[config.mk]
export PLATFORM = sky130hd
export DESIGN_NAME = sel_reg_scan
export DESIGN_NICKNAME = d
export VERILOG_FILES = /design/src/rtl/sel_reg_scan.sv
export SDC_FILE = /design/constraint.sdc
export NUM_CORES = 1
export LEC_CHECK = 0
export CORE_ASPECT_RATIO = 1.75
export CORE_MARGIN = 2
export CORE_UTILIZATION = 40
export DETAILED_ROUTE_END_ITERATION = 7
export PLACE_DENSITY = 0.83
export SKIP_LAST_GASP = 1
export SYNTH_ARGS = -nofsm -noshare
export SYNTH_HDL_FRONTEND = slang
export SYNTH_SLANG_ARGS = --single-unit
[constraint.sdc]
create_clock -name clk -period 2.1 [get_ports clk]
set_clock_uncertainty 0.2 [all_clocks]
set_input_delay 0.315 -clock clk [delete_from_list [all_inputs] [get_ports clk]]
set_output_delay 0.315 -clock clk [all_outputs]
set_load 0.005 [all_outputs]
[src/rtl/sel_reg_scan.sv]
// Registered channel selector with a one-shot auto-scan sequencer.
// Captures either an OR-combined direct select or every channel in order.
module sel_reg_scan #(
    parameter int N = 8,
    parameter int K = 2
) (
    input  logic           clk,
    input  logic           rst,
    input  logic           clr,
    input  logic           en,
    input  logic           mode,
    input  logic           start,
    input  logic [K-1:0]   sel_a,
    input  logic [K-1:0]   sel_b,
    input  logic [N*(2**K)-1:0] d,
    output logic [N-1:0]   out,
    output logic [K-1:0]   ch,
    output logic           valid,
    output logic           busy,
    output logic           done
);
    localparam int C = 2 ** K;

    typedef enum logic {IDLE, SCAN} state_t;

    state_t         state, state_n;
    logic [K-1:0]   idx, idx_n;
    logic [N-1:0]   out_n;
    logic [K-1:0]   ch_n;
    logic           valid_n;
    logic           done_n;
    logic [K-1:0]   sel;

    function automatic logic [N-1:0] pick(input logic [N*C-1:0] v, input logic [K-1:0] s);
        logic [N-1:0] r;
        r = '0;
        for (int i = 0; i < C; i++) begin
            if (s == K'(i)) r = v[i*N +: N];
        end
        return r;
    endfunction

    assign sel  = sel_a | sel_b;
    assign busy = (state == SCAN);

    always_ff @(posedge clk or posedge rst) begin
        if (rst) begin
            state <= IDLE;
            idx   <= '0;
            out   <= '0;
            ch    <= '0;
            valid <= 1'b0;
            done  <= 1'b0;
        end else begin
            state <= state_n;
            idx   <= idx_n;
            out   <= out_n;
            ch    <= ch_n;
            valid <= valid_n;
            done  <= done_n;
        end
    end

    always_comb begin
        state_n = state;
        idx_n   = idx;
        out_n   = out;
        ch_n    = ch;
        valid_n = 1'b0;
        done_n  = 1'b0;
        if (clr) begin
            state_n = IDLE;
            idx_n   = '0;
            out_n   = '0;
            ch_n    = '0;
        end else begin
            case (state)
                IDLE: begin
                    // A scan launch takes precedence over any capture on the same edge.
                    if (mode && start) begin
                        state_n = SCAN;
                        idx_n   = '0;
                    end else if (!mode && en) begin
                        out_n   = pick(d, sel);
                        ch_n    = sel;
                        valid_n = 1'b1;
                    end
                end
                SCAN: begin
                    if (en) begin
                        out_n   = pick(d, idx);
                        ch_n    = idx;
                        valid_n = 1'b1;
                        if (idx == K'(C - 1)) begin
                            done_n  = 1'b1;
                            state_n = IDLE;
                            idx_n   = '0;
                        end else begin
                            idx_n = idx + 1'b1;
                        end
                    end
                end
                default: begin
                    state_n = IDLE;
                    idx_n   = '0;
                end
            endcase
        end
    end
endmodule

## Word level (Yosys, flattened, before mapping)

Index checks and enable logic that the tools add are counted.

- Add/sub/neg operators: 1
- Bitwise gates (word level): 2
- Muxes and demuxes: 37
- Equality and inequality tests: 10
- Reduce and logical (&&, ||, !) cells: 7

Operator list:

| operator | number |
|---|---|
| $mux 8 | 12 |
| $mux 2 | 8 |
| $pmux 8 s2 | 1 |
| $mux 1 | 12 |
| $ne 3x3->1 const B | 4 |
| $eq 2x2->1 const B | 4 |
| $pmux 2 s2 | 2 |
| $eq 2x1->1 const B | 2 |
| $logic_not 2->1 | 2 |
| $pmux 1 s2 | 2 |
| $reduce_and 3->1 | 1 |
| $add 2x1->2 const B | 1 |
| $logic_and 1x1->1 | 2 |
| $or 2x2->2 | 1 |
| $reduce_and 2->1 | 1 |
| $logic_not 1->1 | 1 |
| $not 1->1 | 1 |

- Bits of input ports: 42
- Logic and storage cells: 63
- Register bits: 15
- Output and inout bits: 13

## Logic depth before layout (Yosys ltp)

- Depth in word-level cells: 10
- Mapped depth: 7
- Mapped depth without buffers: 6

## Least setup slack after synthesis

Ideal clock, no wire load.

- Path type: reg2reg
- From: reg idx[0]
- To: reg out[0]
- Clock period less this slack: 1,729 ps
- Buffers on the path: 0
- Required time: 1,778 ps
- Library setup time: 122 ps
- Setup slack: 371 ps
- Stages on the path, launching flop included: 6
- Arrival: 1,408 ps
- Cell sequence: dfrtp_1 > ha_1 > nand2b_1 > o32ai_1 > a31oi_1 > a32o_1

- Longest elaborated chain between the ends: 8
- Elaborated cells between the ends (all ways): 11
- Classes of those cells: eq/ne: 3; mux: 7; reduce/logical: 1

RTL lines:

| item | line | source |
|---|---|---|
| start, declared | 27 | `logic [K-1:0] idx, idx_n;` |
| start signal, assigned | 56 | `idx <= idx_n;` |
| $logic_not 2->1 | 38 | `if (s == K'(i)) r = v[i*N +: N];` |
| $mux 8 (3 in a row) | 38 |  |
| $mux 8 (*) | 38 |  |
| $mux 8 (*) | 90 | `if (en) begin` |
| $pmux 8 s2 (*) | 77 | `case (state)` |
| $mux 8 (*) | 71 | `if (clr) begin` |
| end signal, assigned | 57 | `out <= out_n;` |
| end, declared | 16 | `output logic [N-1:0] out,` |

Every way passes the cells marked *; elsewhere a longest branch is shown, timed or not. The select of a mux whose other input is x is not followed.
A chain may end at the register's enable or synchronous reset.

## Worst setup path after layout

- From: reg state (netlist: busy)
- To: out busy

RTL lines:

| item | line | source |
|---|---|---|
| start, declared | 26 | `state_t state, state_n;` |
| start signal, assigned | 55 | `state <= state_n;` |
| end, declared | 19 | `output logic busy,` |

No word-level cell between the ends.

==> results.md <==
* Run status: completed
* Placed Instance Area at 1800 um^2
* Clk buf depth at 2
* Hold slack at 0.243 ns
* Peak VDD IR at 0.383 mV
* WL final at 4300 um
* Postcts setup bufs at 0
* Die Area at 3450 um^2
* Synth Area in Adders at 0.0420
* Die width at 45.3 um
* Sequential share of the synthesized area at 0.315
* Ports at 55
* Clock Latency Late Sink at 0.25 ns
* Most common cell after layout, fill and taps aside: clkdlybuf4s50_1
* Initial antenna violation count at 0
* Crit-path slowest cell: dfrtp_1
* Routed via count at 1477
* Post-DP HPWL at 3230 um
* Setup TNS at 0 ns
* Crit-path max FO at 9
* Area grow syn2layout at 54.5%
* Xor and xnor area share after synthesis at 0
* Tightest Pin Transition at 0.650 ns
* Slowest cell delay on critical path at 0.51 ns
* Reg-to-reg slack, setup at 0.18 ns
* Area contributors post-synth: dfrtp_1 31%, nand2_1 14%, a32o_1 6.7%, a31oi_1 6.3%, o32ai_1 5.1%
* Pleak at 0.000753 uW
* Largest net degree at the start of global routing at 16
* Commonest cells after routing, fill and taps aside: 54 x clkdlybuf4s50_1, 43 x nand2_1, 15 x dfrtp_1
* Ant diodes at 0
* CTS tree: yes
* Crit path DAT at 1.49 ns
* Crit path required time at 1.58 ns
* EDFF count, synth at 0
* Fillers at 275
* Die Y at 76.2 um
* Post-DR wirelength/cell at 18.1 um
* PortBufs at 54
* Router iterations before antenna repair at 5
* ANT nets after route at 0
* R2r endpoint: out[5]
* H-tree depth at 1
* PwrDens at 458 nW/um^2
* Worst flop-to-flop path startpoint: idx[0]
* Ys async rst share at 1.00
* Final instance area at 1840 um^2
* Initial Utilization at 0.412
* CP Launch Type: register
* Delay-heaviest family, CP: buffers and inverters
* Max Cap Viol at 0
* Number of remaining DRC errors at 0
* Vias in the first global route at 1586
* Hold WC Path Type: in -> async
* Synth area leader: dfrtp_1
* Worst r2r path cells at 6
* RSZ-0062 raised after global routing: no
* Reg clk slew, reported paths at 0.07 ns
* Core area at 2900 um^2
* Synthesized cell area at 1190 um^2
* RePlAce Congestion at 0.832
* Mux cell area share after synthesis at 0.0252
* Iter 0 DRT Violations at 72
* Highest Clock Rate at 0.499 GHz
* Congestion Overflow GR at 0
* Synth Area in Simple Gates at 0.270
* Worst slew margin at 0.566
* Count of final hold-check violations at 0
* Max-slew violation count at 0
* Tcrit/Tclk final at 0.955
* Complex-gate fraction of the synthesized area at 0.299
* # rows at 26
* Vias per std cell at 6.23
* Post-synth top area share at 0.315
* Crit-path cells: buf_4 -> clkdlybuf4s50_1
* Avg Cell Area, Syn at 8.06 um^2
* Synth Register Bits at 15
* Ys flop type: dfrtp_1
* First-pass GRT wire length at 7000 um
* Final #Nets at 256
* Clock root buffer: clkbuf_8
* CTS Buf Count at 3
* Syn. warnings at 0
* Finish-stage setup viols at 0
* Synth cell types at 34
* Mapped Cells at 148
* Critical path capture point type: output pin
* Clock sinks at 15
* Hold Buf Count CTS at 0
* Crit path buf inv count at 2
* Final min period at 2.01 ns
* Share of cells above drive strength 1 at 0.110
* Post-cts resize count at 0
* WS Path Type: reg -> out
* Main combinational cell family by area after synthesis: compound AO/OA/AOI/OAI gates
* Tot GR Track Use at 0.266
* Post-synth net total at 194
synth_stat cells, types with 2 or more instances:
cell type,number
o21ai_0,2
buf_4,2
buf_2,2
a32o_1,8
a22oi_1,6
mux2i_1,3
nand2_1,43
dfrtp_1,15
o32ai_1,7
nor2_2,2
a31oi_1,12
a22o_1,2
ha_1,4
nand2b_1,3
inv_2,2
a32oi_1,2
nand3_1,8
nor2_1,6
a21oi_1,2
inv_1,3
state kept, by name, summed over array words and instances, names as in the netlist:
name   flops
out        8
done       1
valid      1
idx        2
busy       1
ch         2
kinds of logic (layout without fill, tap and decap cells):
| kind of cell | Yosys count | after routing |
|---|---|---|
| multiplexers | 3 | 3 |
| AO/OA/AOI/OAI | 45 | 45 |
| AND/OR/NAND/NOR | 70 | 70 |
| adder cells (fa/ha/maj) | 4 | 4 |
| flip-flops | 15 | 15 |
| buffers and inverters | 11 | 72 |
routing by layer:
layer / GRT usage / vias to the layer above / share of wire
met3: 0.0332 / 8 / 0.072
met1: 0.321 / 707 / 0.38
met4: 0.106 / 0 / 0.014
met5: 0 / - / 0
met2: 0.451 / 81 / 0.54
li1: - / 681 / -
final cells by class:
| type | instances | area, um^2 | area share |
|---|---|---|---|
| multi-input cells | 122 | 758 | 0.412 |
| repair buffers | 63 | 608 | 0.330 |
| flip-flops and latches | 15 | 375 | 0.204 |
| clock buffers | 3 | 41.3 | 0.0224 |
| well taps | 28 | 35.0 | 0.0190 |
| inverters | 5 | 18.8 | 0.0102 |
| clock inverters | 1 | 5.00 | 0.00272 |
through the flow:
step                utilization  total power [uW]  setup WS [ns]  cells
floorplan                     -               431          0.371    148
global placement          0.620               591          0.140    233
detailed placement        0.620               598         0.0799    233
CTS                       0.636               845         0.0951    237
global route              0.636               882         0.0435    237
finish                    0.636               843         0.0948    237
how the worst max path moves through the flow:
stage / startpoint / to / slack (ns) / depth (start not counted)
after detailed placement: sel_b[0] / out[4] / 0.08 / 5
after global routing: busy / busy / 0.04 / 2
after floorplan: idx[0] / out[0] / 0.37 / 5
final: busy / busy / 0.09 / 2
after CTS: busy / busy / 0.1 / 2
after global placement: sel_b[0] / out[0] / 0.14 / 5
where the power goes:
| part | internal (uW) | switching (uW) | total (uW) |
|---|---|---|---|
| clock network | 132 | 117 | 248 |
| registers | 306 | 13.2 | 319 |
| logic | 151 | 125 | 275 |
Note: power is estimated with default switching activity, not from simulation.
